### src/rtl/serial_arith_pkg.sv
// Shared types and helpers for the bit-serial arithmetic cells.
package serial_arith_pkg;

   typedef enum logic [1:0] {
      IDLE = 2'd0,
      RUN  = 2'd1,
      DONE = 2'd2
   } state_t;

   localparam int DEFAULT_WIDTH = 8;

   function automatic int clog2(input int value);
      int r;
      r = 0;
      for (int i = 0; i < 31; i++) begin
         if ((1 << i) < value) r = i + 1;
      end
      return r;
   endfunction

endpackage

### src/rtl/full_subtractor.sv
// Combinational 1-bit full subtractor: d = a - b - bin, with borrow-out.
module full_subtractor (
   input  logic a,
   input  logic b,
   input  logic bin,
   output logic d,
   output logic bout
);

   assign d    = a ^ b ^ bin;
   assign bout = (~a & b) | (~(a ^ b) & bin);

endmodule

### src/rtl/serial_subtractor.sv
// Bit-serial WIDTH-bit subtractor (LSB first) behind a start/busy/done handshake.
// Build option SERIAL_SUBTRACTOR_SAT_EN: clamp diff to zero on unsigned underflow.
module serial_subtractor
   import serial_arith_pkg::*;
#(
   parameter int WIDTH = DEFAULT_WIDTH
) (
   input  logic             clk,
   input  logic             rst_n,
   input  logic             start,
   input  logic [WIDTH-1:0] a,
   input  logic [WIDTH-1:0] b,
   input  logic             bin,
   output logic             busy,
   output logic             done,
   output logic [WIDTH-1:0] diff,
   output logic             bout
);

   localparam int               CNT_W = clog2(WIDTH);
   localparam logic [CNT_W-1:0] LAST  = CNT_W'(WIDTH - 1);

   state_t           state;
   logic [WIDTH-1:0] shift_a;
   logic [WIDTH-1:0] shift_b;
   logic [WIDTH-1:0] result;
   logic [WIDTH-1:0] result_next;
   logic [CNT_W-1:0] cnt;
   logic             borrow;
   logic             cell_d;
   logic             cell_bout;

   full_subtractor u_cell (
      .a    (shift_a[0]),
      .b    (shift_b[0]),
      .bin  (borrow),
      .d    (cell_d),
      .bout (cell_bout)
   );

   // Each new difference bit enters at the MSB so the LSB lands in bit 0 after WIDTH shifts.
   assign result_next = {cell_d, result[WIDTH-1:1]};

`ifdef SERIAL_SUBTRACTOR_SAT_EN
   function automatic logic [WIDTH-1:0] sat_diff(input logic [WIDTH-1:0] raw,
                                                 input logic             uflow);
      return uflow ? '0 : raw;
   endfunction
`endif

   always_ff @(posedge clk or negedge rst_n) begin
      if (!rst_n) begin
         state   <= IDLE;
         busy    <= 1'b0;
         done    <= 1'b0;
         diff    <= '0;
         bout    <= 1'b0;
         shift_a <= '0;
         shift_b <= '0;
         result  <= '0;
         cnt     <= '0;
         borrow  <= 1'b0;
      end else begin
         case (state)
            IDLE: begin
               done <= 1'b0;
               if (start) begin
                  shift_a <= a;
                  shift_b <= b;
                  borrow  <= bin;
                  cnt     <= '0;
                  busy    <= 1'b1;
                  state   <= RUN;
               end
            end
            RUN: begin
               shift_a <= {1'b0, shift_a[WIDTH-1:1]};
               shift_b <= {1'b0, shift_b[WIDTH-1:1]};
               borrow  <= cell_bout;
               result  <= result_next;
               cnt     <= cnt + CNT_W'(1);
               if (cnt == LAST) begin
                  busy  <= 1'b0;
                  done  <= 1'b1;
                  bout  <= cell_bout;
`ifdef SERIAL_SUBTRACTOR_SAT_EN
                  diff  <= sat_diff(result_next, cell_bout);
`else
                  diff  <= result_next;
`endif
                  state <= DONE;
               end
            end
            DONE: begin
               done  <= 1'b0;
               state <= IDLE;
            end
            default: begin
               busy  <= 1'b0;
               done  <= 1'b0;
               state <= IDLE;
            end
         endcase
      end
   end

endmodule

### config.mk
export PLATFORM = sky130hd
export DESIGN_NAME = serial_subtractor
export DESIGN_NICKNAME = d
export VERILOG_FILES = /design/src/rtl/serial_arith_pkg.sv /design/src/rtl/full_subtractor.sv /design/src/rtl/serial_subtractor.sv
export SDC_FILE = /design/constraint.sdc
export NUM_CORES = 1
export LEC_CHECK = 0
export CORE_UTILIZATION = 30
export DETAILED_ROUTE_END_ITERATION = 8
export PLACE_DENSITY = 0.51
export SLEW_MARGIN = 20
export SYNTH_ARGS = -nofsm -noshare
export SYNTH_HDL_FRONTEND = slang
export SYNTH_SLANG_ARGS = --single-unit
### constraint.sdc
create_clock -name clk -period 3.7 [get_ports clk]
set_clock_uncertainty 0.05 [all_clocks]
set_input_delay 0.74 -clock clk [delete_from_list [all_inputs] [get_ports clk]]
set_output_delay 0.74 -clock clk [all_outputs]
set_load 0.02 [all_outputs]
==> metrics <==
status finished clean; Pre-Repair DR Iteration Count 4; Starting DRT DRC Count 45; topmost layer with routed signal wires met4; initial antenna violation count 0; Area growth syn-to-layout 20.0%; # DRC 0; cells on worst reg2reg path 4; f_max ~0.47 GHz; final slew viol count 0; Worst Path Max Fanout 12; Final Net Count 217; post-layout util 0.379; final hold vios 0; worst setup path start start; Setup Fix Bufs, Post-CTS 0; vias in the first global route 1369; RSZ-0062 raised after global routing no; Synth Register Bits 40; reg2reg start cnt[0]; post-route ant nets 0; Synth Area per Inst between 10 and 15 um^2; Critical Path RT 3.86 ns; R2R Path End diff[1]; most common cell after layout, fill and taps aside dfrtp_1; row count 28; Yosys cell types 27; dpl hpwl roughly 2500 um; Placed Area 2180 um^2; Sink Count 40; setup tns final 0 ns; fin crit share 0.576; R2R Setup Slk 1.82 ns; wire length on met3 around 190 um; Die X-Extent 81.4 um; most frequent cells in the layout dfrtp_1, clkdlybuf4s50_1, nand2_1; H-tree Lvls 2; # resized after CTS 0; Worst IR Drop VDD 0.000302 V; Routed WL between 3000 and 4000 um; DIE HEIGHT roughly 81 um; Critical Path Start Type primary input; cts hold-fix bufs 0; PD cells slightly above 800 nW/um^2; core area 5990 um^2; WL met1 about 1800 um; Initial Util 0.316; first-pass GRT wire length 6490 um; critical path class in2reg; mapped cell area around 1900 um^2; clock slew at reported path FFs 0.07 ns; design area 2270 um^2; Hold Crit Class reg2reg; die area between 6000 and 7000 um^2; max cap viols 0; worst skew pair latency 0.29 ns; Ports 31; routability congestion estimate 0.699; Syn. warnings 0; Slew HR 0.391; crit end category flop; CTS tree built; Syn Nets 191; DR WL/cell 14.1 um; actual slew at the worst max-slew pin 0.914 ns; via count 1309; Post-Syn Instances 168; worst setup path endpoint borrow; overall global routing resource usage 0.133; Leak Pwr approximately 0.001 uW; CTS Root Cell clkbuf_8; final setup vio count 0; CTS Buffer Depth 2; Num CTS Buffers 5; Final min period 2.13 ns; grt total ovfl 0; largest net degree at the start of global routing 41; Vias/cell 4.85; share of cells above drive strength 1 0.154; I/O Buffers 30; sequential share of the synthesized area 0.529; metal2 WL 1790 um; n_diodes 0; WP data arrival 2.29 ns
## critical path: stages
cell	delay, ns
clkdlybuf4s50_1	0.81
or2_1	0.39
o32ai_1	0.17
a221oi_2	0.18
## how the worst min path moves through the flow
stage	startpoint	end	slack [ns]	cells after the start
5_1_grt	result[1]	result[1]	0.45	2
6_report	result[1]	result[1]	0.43	2
4_1_cts	result[1]	result[1]	0.43	2
2_1_floorplan	rst_n	borrow	0.39	0
3_5_place_dp	result[1]	result[1]	0.41	2
3_3_place_gp	result[1]	result[1]	0.41	2
## metrics by stage
stage | std cells | power (uW) | setup slack (ns) | hold slack (ns)
3_5_place_dp | 262 | 1580 | 1.23 | 0.414
6_report | 270 | 1860 | 1.57 | 0.428
3_3_place_gp | 262 | 1570 | 1.28 | 0.409
4_1_cts | 270 | 1890 | 1.54 | 0.432
2_1_floorplan | 168 | 1380 | 2.18 | 0.394
5_1_grt | 270 | 2010 | 1.43 | 0.455
## cell type report
cell class | instances | area, um^2
fill | 611 | 3720
sequential | 40 | 1000
timing repair buffer | 31 | 303
inverter | 5 | 18.8
multi-input combinational | 111 | 763
clock buffer | 8 | 90.1
tap | 75 | 93.8
## Yosys cell counts, drive strengths merged
| library cell | n | area [um^2] |
|---|---|---|
| nand2b | 2 | 27.5 |
| o21ai | 8 | 40.0 |
| nand3b | 1 | 7.51 |
| a22o | 2 | 17.5 |
| nor2b | 1 | 6.26 |
| or2 | 1 | 6.26 |
| nand2 | 26 | 97.6 |
| nor2 | 13 | 48.8 |
| inv | 5 | 18.8 |
| mux2 | 8 | 116 |
| dfrtp | 40 | 1000 |
| o22ai | 14 | 113 |
| ha | 2 | 25.0 |
| mux2i | 1 | 10.0 |
| o32ai | 8 | 70.1 |
| a221oi | 1 | 15.0 |
| nor3 | 21 | 135 |
| fa | 1 | 20.0 |
| and2b | 1 | 7.51 |
| buf | 12 | 109 |
## report_power, final
group,switching [uW],internal [uW],total (uW)
Clock,146,152,299
Combinational,380,381,761
Sequential,163,641,804
## kinds of logic after synthesis
| group | share of synthesized area |
|---|---|
| AOI/OAI and AO/OA | 0.135 |
| muxes | 0.0668 |
| adders and majority gates | 0.0238 |
| and+or+nand+nor | 0.178 |
| DFF | 0.529 |
| buffers and inverters | 0.0674 |
## per-layer routing
metal | track usage | vias up
met5 | 0 | -
met4 | 0.0393 | 0
met3 | 0.0433 | 5
met2 | 0.221 | 34
met1 | 0.164 | 622
li1 | - | 648
## flip-flops by register name, indices dropped and copies added, names as in the netlist, 2 cells and up
register,cells
diff,8
shift_a,8
cnt,3
result,7
shift_b,8
state,2
Power figures use the tool's default switching activity.
